===== config.mk =====
export PLATFORM = sky130hd
export DESIGN_NAME = spike_event_encoder
export DESIGN_NICKNAME = d
export VERILOG_FILES = /design/src/rtl/snn_evt_pkg.sv /design/src/rtl/spike_prio_enc.sv /design/src/rtl/spike_event_encoder.sv
export SDC_FILE = /design/constraint.sdc
export NUM_CORES = 1
export LEC_CHECK = 0
export ABC_AREA = 1
export CAP_MARGIN = 20
export CORE_MARGIN = 1.5
export CORE_UTILIZATION = 45
export DETAILED_ROUTE_END_ITERATION = 10
export DONT_BUFFER_PORTS = 1
export GPL_ROUTABILITY_DRIVEN = 0
export PLACE_DENSITY_LB_ADDON = 0.3
export RECOVER_POWER = 100
export SLEW_MARGIN = 20
export SYNTH_ARGS = -nofsm -noshare
export SYNTH_HDL_FRONTEND = slang
export SYNTH_SLANG_ARGS = --single-unit

===== constraint.sdc =====
create_clock -name clk -period 10.1 [get_ports clk]
set_clock_uncertainty 0.05 [all_clocks]
set_input_delay 1.01 -clock clk [delete_from_list [all_inputs] [get_ports clk]]
set_output_delay 1.01 -clock clk [all_outputs]
set_load 0.03 [all_outputs]

===== src/rtl/snn_evt_pkg.sv =====
// Shared types and event-word packing helpers for the spike event path.
// Pack functions work on 64-bit containers; callers truncate to their event width.
package snn_evt_pkg;

    typedef enum logic [1:0] {
        IDLE,
        SCAN,
        EOT
    } state_t;

    localparam int EV_CNT_W  = 16;
    localparam int MAX_EVT_W = 64;

    function automatic int eot_bit(input int evt_w);
        return evt_w - 1;
    endfunction

    function automatic logic [MAX_EVT_W-1:0] field_mask(input int w);
        if (w >= MAX_EVT_W)
            return '1;
        return (64'd1 << w) - 64'd1;
    endfunction

    function automatic logic [MAX_EVT_W-1:0] pack_spike(
        input logic [MAX_EVT_W-1:0] id,
        input logic [MAX_EVT_W-1:0] ts,
        input int                   idf,
        input int                   ts_w
    );
        return (id & field_mask(idf)) | ((ts & field_mask(ts_w)) << idf);
    endfunction

    // Marker reuses the spike layout; the id field carries the frame's event count.
    function automatic logic [MAX_EVT_W-1:0] pack_eot(
        input logic [MAX_EVT_W-1:0] count,
        input logic [MAX_EVT_W-1:0] ts,
        input int                   idf,
        input int                   ts_w,
        input int                   evt_w
    );
        return pack_spike(count, ts, idf, ts_w) | (64'd1 << eot_bit(evt_w));
    endfunction

endpackage


===== src/rtl/spike_prio_enc.sv =====
// Combinational lowest-set-bit encoder: idx is the smallest i with vec[i]=1.
// idx is 0 when no bit is set; any tells the two cases apart.
module spike_prio_enc #(
    parameter int N = 64
) (
    input  logic [N-1:0]         vec,
    output logic [$clog2(N)-1:0] idx,
    output logic                 any
);

    localparam int IDXW = $clog2(N);

    // Scan from the top down so the lowest set bit is the last one to win.
    always_comb begin
        idx = '0;
        any = |vec;
        for (int i = N - 1; i >= 0; i--) begin
            if (vec[i])
                idx = IDXW'(i);
        end
    end

endmodule


===== src/rtl/spike_event_encoder.sv =====
// Serializes a per-timestep spike vector into event words, lowest neuron first,
// optionally closing each frame with an end-of-timestep marker carrying its event count.
module spike_event_encoder
    import snn_evt_pkg::*;
#(
    parameter int N        = 64,
    parameter int TS_W     = 8,
    parameter int EVT_W    = 32,
    parameter bit EMIT_EOT = 1'b1
) (
    input  logic                clk,
    input  logic                rst_n,
    input  logic                clk_en,
    input  logic                spk_v,
    output logic                spk_r,
    input  logic [N-1:0]        spk_vec,
    input  logic [TS_W-1:0]     spk_ts,
    output logic                out_v,
    input  logic                out_r,
    output logic [EVT_W-1:0]    out_d,
    output logic                busy,
    output logic [EV_CNT_W-1:0] ev_cnt
);

    localparam int IDXW = $clog2(N);
    localparam int IDF  = IDXW + 1;

    if (IDF + TS_W + 1 > EVT_W) begin : g_bad_width
        $error("spike_event_encoder: id, timestep and EOT flag do not fit in EVT_W");
    end
    if (EVT_W > MAX_EVT_W) begin : g_bad_evt_w
        $error("spike_event_encoder: EVT_W exceeds the packing container width");
    end

    state_t         state;
    logic [N-1:0]   pend;
    logic [TS_W-1:0] ts_q;
    logic [IDF-1:0] fcnt;
    logic [IDXW-1:0] low_idx;
    logic           pend_any;
    logic [N-1:0]   pend_clr;

    spike_prio_enc #(.N(N)) u_prio (
        .vec (pend),
        .idx (low_idx),
        .any (pend_any)
    );

    assign pend_clr = pend & ~(N'(1) << low_idx);

    assign spk_r = (state == IDLE);
    assign out_v = (state == SCAN) || (state == EOT);
    assign busy  = out_v;

    always_comb begin
        out_d = '0;
        case (state)
            SCAN:    out_d = EVT_W'(pack_spike(64'(low_idx), 64'(ts_q), IDF, TS_W));
            EOT:     out_d = EVT_W'(pack_eot(64'(fcnt), 64'(ts_q), IDF, TS_W, EVT_W));
            default: out_d = '0;
        endcase
    end

    // Frame FSM: reset wins over clk_en, and every handshake needs clk_en=1.
    always_ff @(posedge clk) begin
        if (!rst_n) begin
            state  <= IDLE;
            pend   <= '0;
            ts_q   <= '0;
            fcnt   <= '0;
            ev_cnt <= '0;
        end else if (clk_en) begin
            case (state)
                IDLE: begin
                    if (spk_v) begin
                        pend <= spk_vec;
                        ts_q <= spk_ts;
                        fcnt <= '0;
                        if (|spk_vec)
                            state <= SCAN;
                        else if (EMIT_EOT)
                            state <= EOT;
                    end
                end
                SCAN: begin
                    if (out_r && pend_any) begin
                        pend <= pend_clr;
                        fcnt <= fcnt + 1'b1;
                        if (ev_cnt != '1)
                            ev_cnt <= ev_cnt + 1'b1;
                        if (pend_clr == '0)
                            state <= EMIT_EOT ? EOT : IDLE;
                    end
                end
                EOT: begin
                    if (out_r)
                        state <= IDLE;
                end
                default: state <= IDLE;
            endcase
        end
    end

endmodule


== Word level (Yosys, flattened, before mapping) ==
Index checks and enable logic that the tools add are counted.
Cells by class
  add/subtract/negate cells: 2
  equality and inequality tests: 7
  shift-type cells: 1
  mux-type cells: 77
  bitwise gates (word level): 4
  reduce and logical (&&, ||, !) cells: 11
Operators by type and width (count)
  6-bit 2-to-1 mux: 64
  64-bit 2-to-1 mux: 2
  64-bit case mux with 2 select lines: 1
  64-bit OR reduction: 2
  64-bit bitwise AND: 1
  64-bit zero test: 1
  64-bit NOT: 1
  32-bit case mux with 2 select lines: 1
  1-bit by 6-bit left shift with 64-bit output (first input constant): 1
  16-bit by 1-bit adder with 16-bit output (second input constant): 1
  16-bit inequality test (second input constant): 1
  6-bit by 15-bit bitwise OR with 15-bit output: 1
  7-bit by 15-bit bitwise OR with 15-bit output: 1
  7-bit 2-to-1 mux: 2
  7-bit case mux with 2 select lines: 1
  2-bit 2-to-1 mux: 5
  4-bit AND reduction: 2
  7-bit by 1-bit adder with 7-bit output (second input constant): 1
  2-bit case mux with 3 select lines: 1
  5-bit AND reduction: 1
  2-bit by 1-bit inequality test with 1-bit output (second input constant): 2
  2-bit inequality test (second input constant): 2
  3-bit AND reduction: 1
  2-bit by 1-bit == test with 1-bit output (second input constant): 1
  5 further kinds: 5
Word-level totals
  register bits after elaboration: 97
  output and inout port bits: 51
  logic and storage cells: 107

== Depth between registers and ports, before layout ==
  depth in word-level cells: 71
  depth in mapped cells: 77

== Cells and area by module ==
A second synthesis with hierarchy kept.
Unflattened totals
  cells, all modules: 1110
  area total of the unflattened synthesis: 6734.0 um^2
By module, submodules not included
  spike_event_encoder: instances 1, cells an instance 875, area each 5709.2 um^2, seq. area each 1941.9 um^2
  spike_prio_enc: instances 1, cells an instance 235, area each 1024.7 um^2, seq. area each 0.0 um^2

== Least setup slack after synthesis ==
Ideal clock, no wire load.
  path type: flip-flop to output port
  start point: reg pend[61]
  end point: out out_d[0]
  arrival: 3.656 ns
  data required time: 9.040 ns
  setup slack: 5.384 ns
  cell stages (with the launch flop): 65
  path buffers: 0
  path through: dfxtp_1 -> inv_2 -> nand2_1 -> nand2_1 -> nand2_1 -> nand2_1 -> nand2_1 -> nand2_1 -> nand2_1 -> nand2_1 -> nand2_1 -> nand2_1 -> nand2_1 -> nand2_1 -> nand2_1 -> nand2_1 -> nand2_1 -> nand2_1 -> [29 not listed] -> nand2_1 -> nand2_1 -> nand2_1 -> nand2_1 -> nand2_1 -> nand2_1 -> nand2_1 -> nand2_1 -> nand2_1 -> nand2_1 -> nand2_1 -> nand2_1 -> nand2_1 -> nand2_2 -> nand2_4 -> nand2_4 -> nand3_1 -> a21oi_1
Between the ends
  word-level cells in the longest chain between the ends: 64
RTL lines
  from (decl): RTL line spike_event_encoder.sv:36  | logic [N-1:0] pend;
  from (signal assigned): RTL line spike_event_encoder.sv:76  | pend <= spk_vec;
  from (signal assigned): RTL line spike_event_encoder.sv:87  | pend <= pend_clr;
  6-bit 2-to-1 mux (62 in series): RTL line spike_prio_enc.sv:18  | if (vec[i])
  6-bit by 15-bit bitwise OR with 15-bit output: RTL line snn_evt_pkg.sv:30  | return (id & field_mask(idf)) | ((ts & field_mask(ts_w)) << idf);
  32-bit case mux with 2 select lines: RTL line spike_event_encoder.sv:57  | case (state)
  to (decl): RTL line spike_event_encoder.sv:20  | output logic [EVT_W-1:0] out_d,
No other way between the ends.

== Worst setup path in the final report ==
  start point: reg pend[63]
  end point: out out_d[0]
Between the ends
  word-level cells in the longest chain between the ends: 66
RTL lines (RTL line)
  6-bit 2-to-1 mux (64 in series): spike_prio_enc.sv:18
  6-bit by 15-bit bitwise OR with 15-bit output: snn_evt_pkg.sv:30
  32-bit case mux with 2 select lines: spike_event_encoder.sv:57
No other way between the ends.

==> summary.txt <==
Status
  – Status: complete, but fails checks
  – Failing checks: max-capacitance violations, max-slew violations

Route
  – Final wirelength: 18300 um
  – Post-DRT Antenna Nets: 0
  – Drt pass-1 iters: 5
  – Wire per inst: around 16 um
  – Drt via density: 5.62
  – Detailed-route via count: 6587
  – # DRC: 0
  – Initial drt markers: around 520

Clock network
  – Longest Clk Path Bufs: 2
  – # Post-CTS Setup Buffers: 0
  – CTS Sinks: 97
  – H-tree levels: 3
  – Post-CTS Hold Fix Bufs: 0
  – Clock Latency Late Sink: around 0.37 ns
  – TritonCTS clock tree: built
  – Total CTS buffers: 9
  – Clock transition at path regs: roughly 0.07 ns
  – Clock root buffer: clkbuf_16
  – Post-CTS Resized: 0

Synth
  – Synth unique cells: 42
  – Synthesized area: 0.00642 mm^2
  – Largest area contributor in the netlist: dfxtp_1
  – Synth warnings: 0
  – Flops & latches, synth: 97
  – Synth Area per Inst: 6.30 um^2
  – Gate Count Post-Synth: roughly 1000
  – Top cells by area, synth: dfxtp_1 30%, nand2_1 13%, nand3_1 11%
  – Sequential share of the synthesized area: 30.2%
  – Synth top area share: just over 30%

Power and ir drop
  – PwrDens: 212 mW/mm^2
  – Worst IR drop on VDD: about 0.11 mV
  – Pleak: 2.46 nW

STA
  – Fin worst setup slack: around 4.4 ns
  – Fmax achieved: between 0.15 and 0.2 GHz
  – Fin crit share: 56.3%
  – Rel. slew slack: -110%
  – Hold Violations, Final: 0
  – RSZ-0062 raised after global routing: no
  – Least-Margin Pin Slew: around 3.2 ns
  – Fin Setup TNS: 0 ns
  – Fin crit period: 5.69 ns
  – Slew Limit Fails: between 60 and 70
  – Final Setup Violations: 0

Die
  – I/O Pins: about 130
  – Initial core utilization: about 46%
  – Die area: approximately 0.015 mm^2
  – Die span in y: between 100 and 150 um
  – CORE AREA: around 0.014 mm^2
  – Std-Cell Rows: 43
  – Die width: between 100 and 150 um

Finish
  – Share of layout cells above drive strength 1: ~4.9%
  – Final std cells w/o fill: between 1000 and 1500
  – Antenna Cells: 0
  – Area Overhead vs Synth: 4.44%
  – Nets: between 1000 and 1500

Critical path
  – Worst EP arrival: roughly 4.6 ns
  – Crit path kind: reg -> out
  – Slowest CP cell: a21oi_1
  – Crit path launch type: register
  – Worst setup EP type: output port
  – CP max stage delay: 0.58 ns
  – Crit path top cell by count: nand2_1
  – CP Data Required Time: between 9 and 10 ns
  – Worst-path fanout max: 5

Placed design
  – Port buffer count: 0
  – Post-detail-place hpwl: 13300 um
  – Setup WS pre-CTS: a little under 5 ns
  – Placed Instances: about 1200

GRT
  – Global-route wire length before repair: 29100 um
  – Largest net degree at the start of global routing: 74
  – Tot GR Track Use: 24.6%
  – GRT Residual Overflow: 0
  – Vias in the first global route: 5933
  – Initial antenna violation count: 0

Min path
  – Tightest Hold Check Type: reg -> reg

Flow run
  – Max_cap viols: 1
## placed cells by master (no fill, tap or decap), types with 16 or more instances in the layout
master	count
nand2_1	225
nor4_1	18
dfxtp_1	97
nor3_1	24
nand3_1	141
a21oi_1	94
nor2_1	73
inv_1	114
conb_1	16
a22oi_1	62
o21ai_0	26
## area by class of cell
class / count / area (um^2)
fill: 1476 / 7170
multi-input combinational: 750 / 3770
sequential: 97 / 1940
inverter: 126 / 474
clock buffer: 10 / 229
tap: 180 / 225
clock inverter: 6 / 50.0
timing repair buffer: 4 / 22.5
## metal layers
metal	track usage [%]	share of wire, %
met5	0	0
met4	10.6	2.7
met3	5.16	7.9
met2	38.5	44
met1	32.7	45
## flip-flops by register name, indices dropped and copies added (netlist names)
signal	cells
pend	64
state	2
ev_cnt	16
ts_q	8
fcnt	7
## worst max-delay path: cells and delay by family, from the launching register on
kind	cells	cell delay, ns
AO/OA/AOI/OAI	1	0.58
flip-flops	1	0.39
AND/OR/NAND/NOR	63	3.25
## power breakdown
group | switching [mW] | leakage, nW | internal (mW)
Combinational | 0.453 | 1.54 | 0.176
Clock | 0.163 | 0.130 | 0.170
Sequential | 0.0412 | 0.790 | 0.417
Total | 0.657 | 2.46 | 0.763
## kinds of logic (layout without fill, tap and decap cells)
family,Yosys count,count (layout),synth area share (%)
flops,97,97,30.2
compound gates,196,196,18.2
fa+ha+maj,6,6,1.17
simple gates,531,531,38.2
buf+inv,187,146,12.0
other cells,1,16,0.0584
xor+xnor,1,1,0.136
## worst paths after layout
path | start | slack [ns] | endpoint | cells past startpoint
max reg2reg | pend[56]$_SDFFE_PN0P_ | 4.72 | pend[18]$_SDFFE_PN0P_ | 14
min reg2reg | ts_q[0]$_SDFFE_PN0P_ | 0.41 | ts_q[0]$_SDFFE_PN0P_ | 2
max | pend[63]$_SDFFE_PN0P_ | 4.41 | out_d[0] | 64
min | ts_q[0]$_SDFFE_PN0P_ | 0.41 | ts_q[0]$_SDFFE_PN0P_ | 2
## through the flow
| step | instance area (um^2) | power [mW] | utilization [%] | hold WS, ns |
|---|---|---|---|---|
| global placement | 6450 | 1.09 | 46.5 | 0.394 |
| finish | 6710 | 1.42 | 48.3 | 0.405 |
| floorplan | 6480 | 0.970 | - | 0.381 |
| global route | 6710 | 1.53 | 48.3 | 0.434 |
| CTS | 6730 | 1.42 | 48.5 | 0.408 |
| detailed placement | 6450 | 1.09 | 46.5 | 0.396 |
## synth_stat cells
| cell | n |
|---|---|
| nand2_1 | 222 |
| nand3_1 | 141 |
| inv_1 | 115 |
| dfxtp_1 | 97 |
| a21oi_1 | 94 |
| nor2_1 | 74 |
| a22oi_1 | 62 |
| clkbuf_1 | 38 |
| o21ai_0 | 26 |
| nor3_1 | 25 |
| nor4_1 | 18 |
| buf_4 | 17 |
| nor2_2 | 10 |
| nand4_1 | 9 |
| nand3_2 | 8 |
| clkinv_1 | 7 |
| ha_1 | 6 |
| buf_2 | 5 |
| nand3b_1 | 5 |
| nor3b_1 | 5 |
| a31oi_1 | 4 |
| inv_2 | 4 |
| nand2_4 | 3 |
| and3_1 | 2 |
| nand2_2 | 2 |
| nand4_2 | 2 |
| o21a_1 | 2 |
| or4_1 | 2 |
| a211oi_1 | 1 |
| a21o_1 | 1 |
| a21oi_2 | 1 |
| a311oi_1 | 1 |
| and2_1 | 1 |
| buf_1 | 1 |
| conb_1 | 1 |
| nor2_4 | 1 |
| nor3_2 | 1 |
| o211ai_1 | 1 |
| o21bai_1 | 1 |
| o22ai_1 | 1 |
| o31ai_1 | 1 |
| xnor2_1 | 1 |
No activity file was read; power rests on OpenSTA's default activity.
